File: src/rtl/act_unit_arbiter.sv
// ============================================================================
// Module   : act_unit_arbiter
// Purpose  : Round-robin sharing of a 2-stage hard tanh / hard sigmoid unit.
// Revision : 1.0
// ============================================================================
`default_nettype none

module act_unit_arbiter #(
  parameter int DATA_WIDTH  = 16,
  parameter int FRACT_WIDTH = 8,
  parameter int NUM_REQ     = 4,
  parameter int ID_WIDTH    = 2
) (
  input  logic                          clk,
  input  logic                          rst,
  input  logic [NUM_REQ-1:0]            req_valid,
  input  logic [NUM_REQ-1:0]            req_func,
  input  logic [NUM_REQ*DATA_WIDTH-1:0] req_data,
  output logic [NUM_REQ-1:0]            req_ready,
  output logic                          out_valid,
  input  logic                          out_ready,
  output logic [DATA_WIDTH-1:0]         out_data,
  output logic [ID_WIDTH-1:0]           out_id,
  output logic                          out_func,
  output logic                          busy,
  output logic [15:0]                   op_count
);

  localparam int                           ONE_I     = 1 << FRACT_WIDTH;
  localparam logic signed [DATA_WIDTH:0]   ONE_E     = (DATA_WIDTH+1)'(ONE_I);
  localparam logic signed [DATA_WIDTH:0]   NEG_ONE_E = -ONE_E;
  localparam logic signed [DATA_WIDTH:0]   HALF_E    = (DATA_WIDTH+1)'(ONE_I / 2);
  localparam logic [DATA_WIDTH-1:0]        ONE_D     = DATA_WIDTH'(ONE_I);
  localparam logic [DATA_WIDTH-1:0]        NEG_ONE_D = -ONE_D;

  logic                   s1_valid_q, s1_valid_d;
  logic [DATA_WIDTH-1:0]  s1_data_q,  s1_data_d;
  logic                   s1_func_q,  s1_func_d;
  logic [ID_WIDTH-1:0]    s1_id_q,    s1_id_d;
  logic                   out_valid_q, out_valid_d;
  logic [DATA_WIDTH-1:0]  out_data_q,  out_data_d;
  logic [ID_WIDTH-1:0]    out_id_q,    out_id_d;
  logic                   out_func_q,  out_func_d;
  logic [ID_WIDTH-1:0]    rr_ptr_q,    rr_ptr_d;
  logic [15:0]            op_count_q,  op_count_d;

  logic                   w_stall;
  logic                   w_grant_ok;
  logic                   w_hi_found, w_lo_found, w_any;
  logic [ID_WIDTH-1:0]    w_hi_idx, w_lo_idx, w_grant_idx;
  logic [NUM_REQ-1:0]     w_grant_oh;
  logic                   w_xfer;
  logic                   w_sel_func;
  logic [DATA_WIDTH-1:0]  w_sel_data;
  logic signed [DATA_WIDTH:0] w_x_e, w_sig_e;
  logic [DATA_WIDTH-1:0]  w_result;

  assign w_stall    = out_valid_q & ~out_ready;
  assign w_grant_ok = ~w_stall | ~s1_valid_q;

  // Two passes split by the pointer: indices at/above rr_ptr win over wrapped ones.
  always_comb begin
    w_hi_found = 1'b0;
    w_lo_found = 1'b0;
    w_hi_idx   = '0;
    w_lo_idx   = '0;
    for (int i = 0; i < NUM_REQ; i++) begin
      if (req_valid[i]) begin
        if (ID_WIDTH'(i) >= rr_ptr_q) begin
          if (!w_hi_found) begin
            w_hi_found = 1'b1;
            w_hi_idx   = ID_WIDTH'(i);
          end
        end else if (!w_lo_found) begin
          w_lo_found = 1'b1;
          w_lo_idx   = ID_WIDTH'(i);
        end
      end
    end
    w_any       = w_hi_found | w_lo_found;
    w_grant_idx = w_hi_found ? w_hi_idx : w_lo_idx;
  end

  always_comb begin
    w_grant_oh = '0;
    w_sel_func = 1'b0;
    w_sel_data = '0;
    for (int i = 0; i < NUM_REQ; i++) begin
      if (w_grant_idx == ID_WIDTH'(i)) begin
        w_grant_oh[i] = ~rst & w_grant_ok & w_any;
        w_sel_func    = req_func[i];
        w_sel_data    = req_data[i*DATA_WIDTH +: DATA_WIDTH];
      end
    end
  end

  assign w_xfer    = |w_grant_oh;
  assign req_ready = w_grant_oh;

  // One guard bit keeps the sigmoid shift-add from overflowing.
  assign w_x_e   = {s1_data_q[DATA_WIDTH-1], s1_data_q};
  assign w_sig_e = (w_x_e >>> 2) + HALF_E;

  always_comb begin
    w_result = s1_data_q;
    if (!s1_func_q) begin
      if (w_x_e > ONE_E)          w_result = ONE_D;
      else if (w_x_e < NEG_ONE_E) w_result = NEG_ONE_D;
    end else begin
      if (w_sig_e[DATA_WIDTH])    w_result = '0;
      else if (w_sig_e > ONE_E)   w_result = ONE_D;
      else                        w_result = w_sig_e[DATA_WIDTH-1:0];
    end
  end

  always_comb begin
    s1_valid_d  = s1_valid_q;
    s1_data_d   = s1_data_q;
    s1_func_d   = s1_func_q;
    s1_id_d     = s1_id_q;
    out_valid_d = out_valid_q;
    out_data_d  = out_data_q;
    out_id_d    = out_id_q;
    out_func_d  = out_func_q;
    rr_ptr_d    = rr_ptr_q;
    op_count_d  = op_count_q;

    if (!w_stall) begin
      out_valid_d = s1_valid_q;
      if (s1_valid_q) begin
        out_data_d = w_result;
        out_id_d   = s1_id_q;
        out_func_d = s1_func_q;
      end
      s1_valid_d = 1'b0;
    end

    if (w_xfer) begin
      s1_valid_d = 1'b1;
      s1_data_d  = w_sel_data;
      s1_func_d  = w_sel_func;
      s1_id_d    = w_grant_idx;
      rr_ptr_d   = (w_grant_idx == ID_WIDTH'(NUM_REQ-1)) ? '0 : w_grant_idx + ID_WIDTH'(1);
    end

    if (out_valid_q && out_ready && (op_count_q != 16'hFFFF))
      op_count_d = op_count_q + 16'd1;
  end

  always_ff @(posedge clk or posedge rst) begin
    if (rst) begin
      s1_valid_q  <= 1'b0;
      s1_data_q   <= '0;
      s1_func_q   <= 1'b0;
      s1_id_q     <= '0;
      out_valid_q <= 1'b0;
      out_data_q  <= '0;
      out_id_q    <= '0;
      out_func_q  <= 1'b0;
      rr_ptr_q    <= '0;
      op_count_q  <= '0;
    end else begin
      s1_valid_q  <= s1_valid_d;
      s1_data_q   <= s1_data_d;
      s1_func_q   <= s1_func_d;
      s1_id_q     <= s1_id_d;
      out_valid_q <= out_valid_d;
      out_data_q  <= out_data_d;
      out_id_q    <= out_id_d;
      out_func_q  <= out_func_d;
      rr_ptr_q    <= rr_ptr_d;
      op_count_q  <= op_count_d;
    end
  end

  assign out_valid = out_valid_q;
  assign out_data  = out_data_q;
  assign out_id    = out_id_q;
  assign out_func  = out_func_q;
  assign busy      = s1_valid_q | out_valid_q;
  assign op_count  = op_count_q;

endmodule

`default_nettype wire
File: config.mk
export PLATFORM = sky130hd
export DESIGN_NAME = act_unit_arbiter
export DESIGN_NICKNAME = d
export VERILOG_FILES = /design/src/rtl/act_unit_arbiter.sv
export SDC_FILE = /design/constraint.sdc
export NUM_CORES = 1
export LEC_CHECK = 0
export CAP_MARGIN = 20
export CORE_ASPECT_RATIO = 1.75
export CORE_UTILIZATION = 49
export DETAILED_ROUTE_END_ITERATION = 10
export PLACE_DENSITY = 0.86
export SETUP_SLACK_MARGIN = 0.02
export SKIP_CTS_REPAIR_TIMING = 1
export SLEW_MARGIN = 25
export SYNTH_ARGS = -nofsm -noshare
export SYNTH_HDL_FRONTEND = slang
export SYNTH_SLANG_ARGS = --single-unit
File: constraint.sdc
create_clock -name clk -period 6.96 [get_ports clk]
set_clock_uncertainty 0.2 [all_clocks]
set_input_delay 0.696 -clock clk [delete_from_list [all_inputs] [get_ports clk]]
set_output_delay 0.696 -clock clk [all_outputs]
set_load 0.02 [all_outputs]
==> PnR_summary.wiki <==
{| class="wikitable"
! Metric !! Value
|-
| Status || complete, no violations
|-
| IO Count || 116
|-
| Buffers added on ports || 115
|-
| Leakage Power || 0.00200 µW
|-
| Power dissipated by switching net loads || 801 µW
|-
| Chip Height || 111 µm
|-
| Type of element capturing the critical path || output pin
|-
| Data required time at the worst endpoint || 6.06 ns
|-
| Remaining number of nets flagged by the antenna check after routing || 0
|-
| Top-area cell type share of the netlist area || 43.4%
|-
| Top area cells in the synthesized netlist || dfrtp_1, nand2_1, a21oi_1
|-
| Part of the power in combinational logic || 47.5%
|-
| Share of async-settable or async-resettable flops after synthesis || 100%
|-
| Routed length on met1 || 3000 µm
|-
| Internal cell power || 1180 µW
|-
| Clock transition at the registers of the reported paths || 0.05 ns
|-
| Mean cell area of the mapped netlist || 9.09 µm²
|-
| Number of antenna violations at the first check in global routing || 0
|-
| Max-capacitance violation count || 0
|-
| Drt initial violations || 250
|-
| Post-synthesis sequential area ratio || 43.4%
|-
| Top routing layer used || met4
|-
| Power density relative to cell area || 413 mW/mm²
|-
| Via density per instance || 5.67
|-
| Maximum number of pins on one net before global-route repair || 60
|-
| CP Max Fanout || 22
|-
| Total of warnings raised by yosys || 0
|-
| All-Layer GR Usage || 25.4%
|-
| Met2 wirelength from detailed routing || 4670 µm
|-
| Tightest Pin Transition || 0.769 ns
|-
| Setup TNS || 0 ns
|-
| Total count of max-transition violations in the final report || 0
|-
| Slack of the critical path || 2.61 ns
|-
| Cell area after placement || 0.00450 mm²
|-
| Remaining max-slew budget at the tightest pin || 48.7%
|-
| Fraction of power spent switching nets || 40.4%
|-
| HP Class || flop to flop
|-
| Setup CP Type || primary input to output pin
|-
| Arr. time, crit path || 3.45 ns
|-
| Fmax || 0.230 GHz
|-
| Final Hold Violating Endpoints || 0
|-
| Routed len/inst || 14.8 µm
|-
| Finished Core Util || 73.5%
|-
| Clock Path Buffers || 2
|-
| Placement Rows || 39
|-
| DRC viols || 0
|-
| EDFF count, synth || 0
|-
| Final std cell area, no fill || 0.00481 mm²
|-
| Drt pass-1 iters || 5
|-
| Place WS || 2.50 ns
|-
| Register share of total power || 30.8%
|-
| Maximum resistive drop on vdd || 0.240 mV
|-
| Width of the chip || 64.5 µm
|-
| Final critical-path share of the clock period || 62.5%
|-
| CTS Root Buffer Type || clkbuf_16
|-
| Minimum period implied by the final worst setup slack || 4.35 ns
|-
| Kind of start point of the critical path || primary input
|-
| Smallest hold slack || 0.281 ns
|-
| Clock group share of total power || 21.8%
|-
| H-tree lvl count || 3
|-
| Vias after detailed routing || 3189
|-
| Synth-to-Final Area Change || 43.7%
|-
| Post-Synthesis Cells || 368
|-
| GPL Wtd Cong || 0.899
|-
| Leftover overflow at the end of global routing || 0
|-
| DPL Wire Length || 6070 µm
|-
| Final setup violation count || 0
|-
| Core footprint || 0.00654 mm²
|-
| Number of global-route vias before repair || 3144
|-
| Synth area leader || dfrtp_1
|-
| Initial Util || 51.1%
|-
| Nets || 557
|-
| First-pass GRT wire length || 14200 µm
|-
| Fraction of final layout cells with drive strength greater than 1 || 7.92%
|-
| Insertion delay of the later-clocked pin in the worst-skew pair || 0.32 ns
|-
| Most common cell after layout, fill and taps aside || clkdlybuf4s50_1
|-
| Total Die Area || 0.00717 mm²
|-
| Total inserted antenna cells || 0
|-
| Register bit total from synthesis || 58
|-
| Net Count, Synth || 450
|-
| RSZ-0062 raised after global routing || no
|-
| Post-synthesis cell area || 0.00334 mm²
|-
| Clock tree from TritonCTS || built
|-
| Top flip-flop cell by instance count after synthesis || dfrtp_1
|-
| Clock buffers created by TritonCTS || 9
|-
| Met3 Routed Length || 328 µm
|-
| Overall routed net length || 8320 µm
|-
| Number of library cell types mapped by synthesis || 46
|-
| Most frequent cells in the layout || clkdlybuf4s50_1, dfrtp_1, nand2_1
|-
| Number of sinks driven by the clock tree || 58
|}
[layout make-up]
type                            instances  area [µm²]
Clock buffer                           14         264
Tap cell                               82         103
Multi-Input combinational cell        276        1740
Fill cell                             498        1730
Sequential cell                        58        1450
Timing Repair Buffer                  118        1170
Clock inverter                          2        35.0
Inverter                               12        45.0
[cell families after synthesis]
logic type,synth area share (%)
buffers and inverters,4.86
adders and majority gates,2.62
AOI/OAI and AO/OA,22.2
and+or+nand+nor,22.3
DFF,43.4
xor gates and xnor gates,3.93
muxes,0.673
[Yosys cell counts, types with 6 or more instances]
master    instances
a21oi_1          30
a221oi_1         16
a32oi_1           7
and2_1            6
buf_2             7
clkbuf_1         12
dfrtp_1          58
ha_1              7
inv_1            12
nand2_1          52
nand3_1           8
nand4_1           7
nor2_1           24
nor2b_1          18
nor3_1           21
o21ai_1           9
o21ai_2           8
o31ai_1           8
xnor2_1           6
xor2_1            9
[layer usage]
layer,vias to the layer above,GRT usage (%)
met5,-,0
met3,23,5.56
met4,0,14.7
met1,1489,26.8
met2,124,44.8
li1,1553,-
[per-stage QoR]
| step | instances | total power [µW] |
|---|---|---|
| detailed placement | 546 | 1540 |
| global placement | 546 | 1510 |
| CTS | 562 | 1990 |
| global route | 562 | 2130 |
| finish | 562 | 1980 |
| floorplan | 368 | 1240 |
[worst max-delay path, stage by stage]
cell and delay (ns):
clkdlybuf4s50_1 0.53, inv_1 0.08, a21oi_1 0.16, o22ai_1 0.10
a21oi_1 0.32, ha_1 0.73, and2_1 0.23, clkdlybuf4s50_1 0.60
[state kept, by name, indices dropped and copies added, names as in the netlist]
signal,cells
out_data,16
op_count,16
s1_func_q,1
out_func,1
s1_valid_q,1
out_valid,1
rr_ptr_q,2
s1_data_q,16
s1_id_q,2
out_id,2
[path summary, 6_finish.rpt]
path / depth (start not counted) / to / slack, ns / startpoint
setup / recovery: 8 / req_ready[1] / 2.61 / req_valid[1]
hold / removal: 2 / out_data[14]$_DFFE_PP0P_ / 0.28 / out_data[14]$_DFFE_PP0P_
setup reg to reg: 10 / s1_data_q[6]$_DFFE_PP0P_ / 3.88 / rr_ptr_q[0]$_DFFE_PP0P_
hold reg to reg: 2 / out_data[14]$_DFFE_PP0P_ / 0.28 / out_data[14]$_DFFE_PP0P_
max in group asynchronous: 3 / out_data[6]$_DFFE_PP0P_ / 5.38 / rst
min in group asynchronous: 3 / op_count[1]$_DFFE_PP0P_ / 0.69 / rst
[power by group through the flow]
stage	combinational (µW)	sequential, µW	clock [µW]
global placement	907	604	0
global route	1040	633	457
detailed placement	933	611	0
CTS	944	609	438
finish	941	610	432
floorplan	583	658	0
Note: power is estimated with default switching activity, not from simulation.
